`src/rtl/track_scroller.sv`:
```
// track_scroller: four-lane scrolling note field for a rhythm game.
// Every SCROLL_DIV clock cycles one chart word is fetched from an external
// ROM (1-cycle read latency) and shifted into the top of each lane bitmap.
// Notes travel from row 0 down to row 479. Key presses are judged against
// the hit window [HIT_LO..HIT_HI]. A note that falls off row 479 is a miss.
// Optional feature: define TRACK_SCROLLER_AUTOPLAY_EN to auto-hit every note
// as it leaves row HIT_HI. In that build the keys are ignored and no miss
// can occur.
//
// Step timing: RUN counts SCROLL_DIV cycles, then FETCH -> WAIT -> SHIFT.
// The shift lands on the third edge after the tick, and the FSM then
// returns to RUN. With run=0 every state except IDLE/DONE holds in place.
module track_scroller #(
    parameter int SCROLL_DIV = 1000000,
    parameter int HIT_LO     = 420,
    parameter int HIT_HI     = 459
) (
    input  logic         clk,
    input  logic         rst,
    input  logic         run,
    input  logic         key0,
    input  logic         key1,
    input  logic         key2,
    input  logic         key3,
    output logic [11:0]  chart_addr,
    input  logic [4:0]   chart_data,
    output logic [479:0] track0,
    output logic [479:0] track1,
    output logic [479:0] track2,
    output logic [479:0] track3,
    output logic [15:0]  score,
    output logic [9:0]   combo,
    output logic         hit_pulse,
    output logic         miss_pulse,
    output logic         done
);

`ifdef TRACK_SCROLLER_AUTOPLAY_EN
    localparam bit AUTOPLAY = 1'b1;
`else
    localparam bit AUTOPLAY = 1'b0;
`endif

    localparam int TW = (SCROLL_DIV > 1) ? $clog2(SCROLL_DIV) : 1;
    localparam logic [TW-1:0] TICK_LAST = TW'(SCROLL_DIV - 1);

    typedef enum logic [2:0] {
        S_IDLE,
        S_RUN,
        S_FETCH,
        S_WAIT,
        S_SHIFT,
        S_DONE
    } state_t;

    state_t         state;
    logic [TW-1:0]  tick;
    logic [479:0]   lane [4];
    logic [3:0]     key_q;
    logic [3:0]     pending;
    logic           end_seen;

    logic [3:0]     keys;
    logic [3:0]     rise;
    logic [3:0]     win_hit;
    logic [3:0]     auto_hit;
    logic [3:0]     lane_top;
    logic [479:0]   judged [4];
    logic [479:0]   pre_lane [4];
    logic [479:0]   shifted [4];
    logic           seen;
    logic           all_zero;
    logic           miss_any;

    assign track0 = lane[0];
    assign track1 = lane[1];
    assign track2 = lane[2];
    assign track3 = lane[3];

    assign keys = {key3, key2, key1, key0};
    // Keys only matter when autoplay is off; key_q tracks them regardless.
    assign rise = keys & ~key_q & {4{!AUTOPLAY}};

    // Clear the lowest-on-screen (highest index) note inside the hit window.
    function automatic logic [479:0] clear_highest(input logic [479:0] t);
        logic [479:0] r;
        logic         found;
        r     = t;
        found = 1'b0;
        for (int i = HIT_HI; i >= HIT_LO; i--) begin
            if (!found && t[i]) begin
                r[i]  = 1'b0;
                found = 1'b1;
            end
        end
        return r;
    endfunction

    function automatic logic [2:0] count4(input logic [3:0] v);
        return {2'b00, v[0]} + {2'b00, v[1]} + {2'b00, v[2]} + {2'b00, v[3]};
    endfunction

    function automatic logic [15:0] sat_score(input logic [15:0] a, input logic [2:0] n);
        logic [16:0] s;
        s = {1'b0, a} + {14'd0, n};
        return (s > 17'd65535) ? 16'hFFFF : s[15:0];
    endfunction

    function automatic logic [9:0] sat_combo(input logic [9:0] a, input logic [2:0] n);
        logic [10:0] s;
        s = {1'b0, a} + {8'd0, n};
        return (s > 11'd1023) ? 10'd1023 : s[9:0];
    endfunction

    // Per-lane judgement (RUN) and next-row shift (SHIFT) candidates.
    always_comb begin
        win_hit  = '0;
        auto_hit = '0;
        lane_top = '0;
        seen     = end_seen | chart_data[4];
        for (int n = 0; n < 4; n++) begin
            judged[n]   = lane[n];
            pre_lane[n] = lane[n];
            win_hit[n]  = pending[n] && (|lane[n][HIT_HI:HIT_LO]);
            if (win_hit[n]) begin
                judged[n] = clear_highest(lane[n]);
            end
            auto_hit[n] = AUTOPLAY && lane[n][HIT_HI];
            if (auto_hit[n]) begin
                pre_lane[n][HIT_HI] = 1'b0;
            end
            lane_top[n] = lane[n][479];
            shifted[n]  = {pre_lane[n][478:0], seen ? 1'b0 : chart_data[n]};
        end
        all_zero = ~|(shifted[0] | shifted[1] | shifted[2] | shifted[3]);
        miss_any = !AUTOPLAY && (|lane_top);
    end

    // Main FSM: tick counting, judgement, step sequencing, scoring.
    always_ff @(posedge clk) begin
        if (!rst) begin
            state      <= S_IDLE;
            tick       <= '0;
            chart_addr <= 12'd0;
            for (int n = 0; n < 4; n++) begin
                lane[n] <= '0;
            end
            score      <= 16'd0;
            combo      <= 10'd0;
            key_q      <= 4'd0;
            pending    <= 4'd0;
            hit_pulse  <= 1'b0;
            miss_pulse <= 1'b0;
            done       <= 1'b0;
            end_seen   <= 1'b0;
        end else begin
            hit_pulse  <= 1'b0;
            miss_pulse <= 1'b0;
            key_q      <= keys;

            // Pending flags: dropped on pause, consumed in RUN, else accumulate.
            if (!run) begin
                pending <= 4'd0;
            end else if (state == S_RUN) begin
                pending <= rise;
            end else begin
                pending <= pending | rise;
            end

            case (state)
                S_IDLE: begin
                    if (run) state <= S_RUN;
                end
                S_RUN: begin
                    if (run) begin
                        for (int n = 0; n < 4; n++) begin
                            lane[n] <= judged[n];
                        end
                        if (|win_hit) begin
                            score     <= sat_score(score, count4(win_hit));
                            combo     <= sat_combo(combo, count4(win_hit));
                            hit_pulse <= 1'b1;
                        end
                        if (tick == TICK_LAST) begin
                            tick  <= '0;
                            state <= S_FETCH;
                        end else begin
                            tick <= tick + 1'b1;
                        end
                    end
                end
                S_FETCH: begin
                    if (run) state <= S_WAIT;
                end
                S_WAIT: begin
                    if (run) state <= S_SHIFT;
                end
                S_SHIFT: begin
                    if (run) begin
                        for (int n = 0; n < 4; n++) begin
                            lane[n] <= shifted[n];
                        end
                        end_seen <= seen;
                        if (!seen) chart_addr <= chart_addr + 12'd1;
                        if (miss_any) begin
                            miss_pulse <= 1'b1;
                            combo      <= 10'd0;
                        end else if (|auto_hit) begin
                            score     <= sat_score(score, count4(auto_hit));
                            combo     <= sat_combo(combo, count4(auto_hit));
                            hit_pulse <= 1'b1;
                        end
                        if (seen && all_zero) begin
                            state <= S_DONE;
                            done  <= 1'b1;
                        end else begin
                            state <= S_RUN;
                        end
                    end
                end
                S_DONE: begin
                    state <= S_DONE;
                end
                default: state <= S_IDLE;
            endcase
        end
    end

endmodule

```
`config.mk`:
```
export PLATFORM = sky130hd
export DESIGN_NAME = track_scroller
export DESIGN_NICKNAME = d
export VERILOG_FILES = /design/src/rtl/track_scroller.sv
export SDC_FILE = /design/constraint.sdc
export NUM_CORES = 2
export LEC_CHECK = 0
export CORE_AREA = 2 2 779 781
export CTS_BUF_LIST = sky130_fd_sc_hd__clkbuf_4
export CTS_CLUSTER_DIAMETER = 30
export DETAILED_ROUTE_END_ITERATION = 7
export DIE_AREA = 0 0 781 783
export HOLD_SLACK_MARGIN = 0.06
export REMOVE_ABC_BUFFERS = 1
export SLEW_MARGIN = 20
export SYNTH_ARGS = -nofsm -noshare
export SYNTH_HDL_FRONTEND = slang
export SYNTH_SLANG_ARGS = --single-unit
```
`constraint.sdc`:
```
create_clock -name clk -period 130.6 [get_ports clk]
set_input_delay 26.12 -clock clk [delete_from_list [all_inputs] [get_ports clk]]
set_output_delay 26.12 -clock clk [all_outputs]
set_load 0.005 [all_outputs]
```
Word level (Yosys, flattened, before mapping)
Memories as Yosys holds them, arrays and structs flattened.
Cells that the tools add are included.
{ "classes": {"addsub": 7, "n_lt_le_gt_ge": 2, "n_eq_ne": 14, "muxes": 511, "bitwise_logic": 16, "n_reduce_logical": 337} }
{ "ops": {"columns": ["operator", "n"], "rows": [
  ["$mux 480", 8],
  ["$mux 460", 4],
  ["$or 480x480->480", 3],
  ["$mux 1", 482],
  ["$reduce_or 480->1", 1],
  ["$logic_and 1x1->1", 161],
  ["$reduce_or 40->1", 4],
  ["$logic_not 1->1", 157],
  ["$mux 10", 5],
  ["$mux 3", 7],
  ["$add 20x1->20 const B", 1],
  ["$eq 20x20->1 const B", 1],
  ["$mux 20", 1],
  ["$pmux 10 s2", 1],
  ["$pmux 3 s6", 1],
  ["$add 16x3->17", 1],
  ["$gt 17x16->1 const B", 1],
  ["$mux 16", 1],
  ["$reduce_and 3->1", 5],
  ["$add 12x1->12 const B", 1],
  ["$ne 2x2->1 const B", 6],
  ["$add 10x3->11", 1],
  ["$gt 11x10->1 const B", 1],
  ["$or 1x1->1", 9],
  ["18 further kinds", 24]
]} }
{ "totals": {"ff_bits": 73, "ramBits": 1920, "in_bits": 12, "output_inout_bits": 1961, "wordCells": 899, "memories": 1} }
{ "mem_list": {"columns": ["memory", "words", "word_bits", "rd", "rd_ports_with_merged_regs", "write_ports", "line_no", "source"], "rows": [
  ["lane", 4, 480, 4, 0, 4, "58", "logic [479:0] lane [4];"]
]} }

Logic depth before layout (Yosys ltp)
An unclocked memory read counts as a cell.
{ "depth": {"depth_word": 162, "ltp_mapped": 18, "mapped_depth_nobuf": 18} }

Worst setup path before layout
OpenSTA, ideal clock, no wires.
{ "synth_timing": {"kind": "in2reg", "startpoint": "in run", "endpoint": "mem lane[3][420] (enable)", "setup_time_ns": 0.306, "t_arrival_ns": 60.874, "t_required_ns": 130.294, "slack_ns": 69.421, "path_stages": 6, "n_path_buf": 2, "path_cell_list": "clkbuf_1 > nor3b_2 > nand2b_1 > a21oi_1 > clkbuf_1 > a21oi_1"} }
{ "synth_lines": {"columns": ["element", "line_no", "source"], "rows": [
  ["from (decl)", "20", "input logic run,"],
  ["to (decl)", "58", null]
]} }

==> reports/qor.yml <==
outcome:
  status: "finished, final reports clean"
logic_synthesis:
  synth_commonest_cells: "1923 x and2_1, 1920 x buf_4, 1920 x edfxtp_1"
  synth_top_family_by_area: "simple AND/OR/NAND/NOR gates"
  synthMuxAreaShare: 0.000105
  synthTopCellsByArea: "edfxtp_1 61%, buf_4 15%, and2_1 13%"
  synth.distinct_cells: 68
  synth_xor_xnor_area_share: 0.00221
  synth_most_common_cell: "and2_1"
  yosys.area.top_type: "edfxtp_1"
  synth_compound_area_frac: 0.0158
  avgSynthCellArea_um2: 12.6
  async_reset_ff_frac: 0
  synthAdderAreaFrac: 0.00208
  ys.flop_type: "edfxtp_1"
  yosysSeqAreaShare: 0.622
  synth.top_cell.area_share: 0.607
  synth-seq-cells: 1993
  syn-cell-area_mm2: 0.0950
  synth_edf_count: 1920
  synth-simple-area-share: 0.194
  synth_cells: 7541
  ys_warn_count: 0
worst_setup_path:
  crit_type: "in2reg"
  required_ns: 131.67
  critPathArrivalTime_ns: 34.28
  r2r_start: "state[2]"
  start_kind: "input pin"
  cp-startpoint: "run"
  end_kind: "register"
  rrSetupSlack_ns: 121.74
  crit_fanout: 73
clock_network:
  numCtsBuffers: 609
  root_buffer: "clkbuf_4"
  post-cts-setup-buffers: 0
  cts_buffer_depth: 4
  clkLatencyLatePin_ns: 1.65
  cts_tree: "built"
  cts_resized: 0
  hold_buffers: 0
  clock-sinks: 1993
  htree_levels: 6
  path_clk_slew_ns: 0.07
global_routing:
  grt_pass1_vias: 59700
  grt_max_degree: 221
  grt_overflow: 0
  antenna_found_initial: 92
  grt_pass1_wl_um: 612000
  track_usage: 0.150
detailed_routing:
  ant_nets: 0
  drt_iter0_drc: 7772
  vias: 63600
  routedWlPerCell_um: 29.1
  route.detailed.drc: 0
  drtPass1Iterations: 6
  avgViaCountPerCell: 3.82
  detail_route.wirelength_um: 484000
timing:
  period_needed_ns: 33.22
  setup_tns_ns: 0
  fmax_ghz: 0.0301
  post-route-period-util: 0.254
  rsz0062_at_grt: "false"
  finClkSkew_ns: 0.214
  final-setup-viol-count: 0
  worst_slew_pin_slew_ns: 1.23
  relSlewSlack: 0.175
  slew_viol_final: 0
  final_hold_viol_count: 0
finish:
  area_growth_syn_to_layout_pct: 25.0
  fin_util: 0.197
  fillCellCount: 65700
  fin_nets: 8094
  drive_gt1_frac: 0.137
floorplanning:
  floorplan.io_pins: 1973
  initial_core_util: 0.157
  die_w_um: 781
  fp.dieH_um: 783
  rows: 286
  core_mm2: 0.604
  die_area_mm2: 0.612
pwr:
  power_density_mw_per_mm2: 12.7
  power.leakage_nw: 40.5
  max-vdd-ir-drop_mv: 0.00750
hold_path:
  hold_class: "reg2reg"
  hold_start: "tick[1]"
placement:
  io_buffers: 1972
  hpwl_um: 395000
  gp_routability_congestion: 0.962
flow_run:
  maxCapViolCount: 0
-- sequential cells by signal, summed over array words and instances, names as in the netlist --
register and count:
lane 1920, tick 20, score 16, chart_addr 12, combo 10, key_q 4
pending 4, state 3, done 1, end_seen 1, hit_pulse 1, miss_pulse 1
-- kinds of logic after synthesis --
group	Yosys count
AND/OR/NAND/NOR	3035
buffers and inverters	2209
flip-flops	1993
AO/OA/AOI/OAI	265
XOR/XNOR	24
adder cells (fa/ha/maj)	14
multiplexers	1
-- where the power goes --
| group | internal (mW) | switching [mW] |
|---|---|---|
| Combinational | 0.0463 | 0.0562 |
| Sequential | 0.725 | 0.0426 |
| Clock | 0.322 | 0.316 |
| Total | 1.09 | 0.415 |
-- final cells by class --
class / instances / area [µm²] / area share
tap: 8064 / 10100 / 0.0850
sequential: 1993 / 59100 / 0.498
multi-input combinational: 3339 / 20700 / 0.175
antenna: 55 / 138 / 0.00116
clock inverter: 215 / 1460 / 0.0123
inverter: 29 / 111 / 0.000938
clock buffer: 850 / 6380 / 0.0537
timing repair buffer: 2096 / 20700 / 0.174
-- layout by cell type, fill, tap and decap left out, types with 11 or more instances in the layout --
| cell | netlist | layout |
|---|---|---|
| o21ai_0 | 32 | 32 |
| inv_1 | 27 | 27 |
| clkbuf_4 | 0 | 850 |
| edfxtp_1 | 1920 | 1920 |
| nand2_1 | 53 | 52 |
| diode_2 | 0 | 55 |
| ha_1 | 11 | 11 |
| nor2_1 | 191 | 189 |
| nand3b_1 | 34 | 34 |
| nand3_1 | 55 | 55 |
| and2_1 | 1923 | 1923 |
| clkinv_1 | 0 | 102 |
| nor4_1 | 499 | 467 |
| a21oi_1 | 180 | 177 |
| nand4_1 | 134 | 134 |
| xor2_1 | 13 | 13 |
| buf_4 | 1920 | 119 |
| xnor2_1 | 11 | 11 |
| and3_1 | 18 | 18 |
| nor4_2 | 4 | 31 |
| nand2b_1 | 14 | 12 |
| clkinv_2 | 0 | 53 |
| nor3_1 | 50 | 45 |
| dfxtp_1 | 73 | 73 |
| a31oi_1 | 12 | 12 |
| clkdlybuf4s50_1 | 0 | 1971 |
| clkinv_8 | 0 | 13 |
-- critical path: stages --
cell and delay (ns):
clkdlybuf4s50_1 0.68, nor3b_2 0.38, nand2b_4 0.58, buf_4 0.67, buf_4 0.67, buf_4 0.70, buf_4 0.77, buf_4 0.75
buf_4 0.83, buf_4 0.84, buf_4 0.85
-- layer usage --
layer  track usage  routed length (µm)
met1         0.198              200000
met2         0.216              203000
met3        0.0659               64500
met4        0.0501               16900
met5             0                 107
-- through the flow --
step	std cells	hold slack [ns]	power (mW)	area, µm²	setup WS, ns
after floorplan	5361	0.439	0.811	79600	55.84
after global placement	15500	0.472	0.884	111000	96.23
after detailed placement	15500	0.468	0.884	111000	96.05
after CTS	16600	0.446	1.53	119000	97.83
after global routing	16600	0.506	1.57	119000	97.21
final	16600	0.482	1.51	119000	97.38
-- worst paths after layout --
path | to | cells past startpoint
worst min register to register | tick[1] | 2
worst max-delay path | lane[3][242] | 11
worst max register to register | lane[3][242] | 11
worst min-delay path | tick[1] | 2
Note: power is estimated with default switching activity, not from simulation.
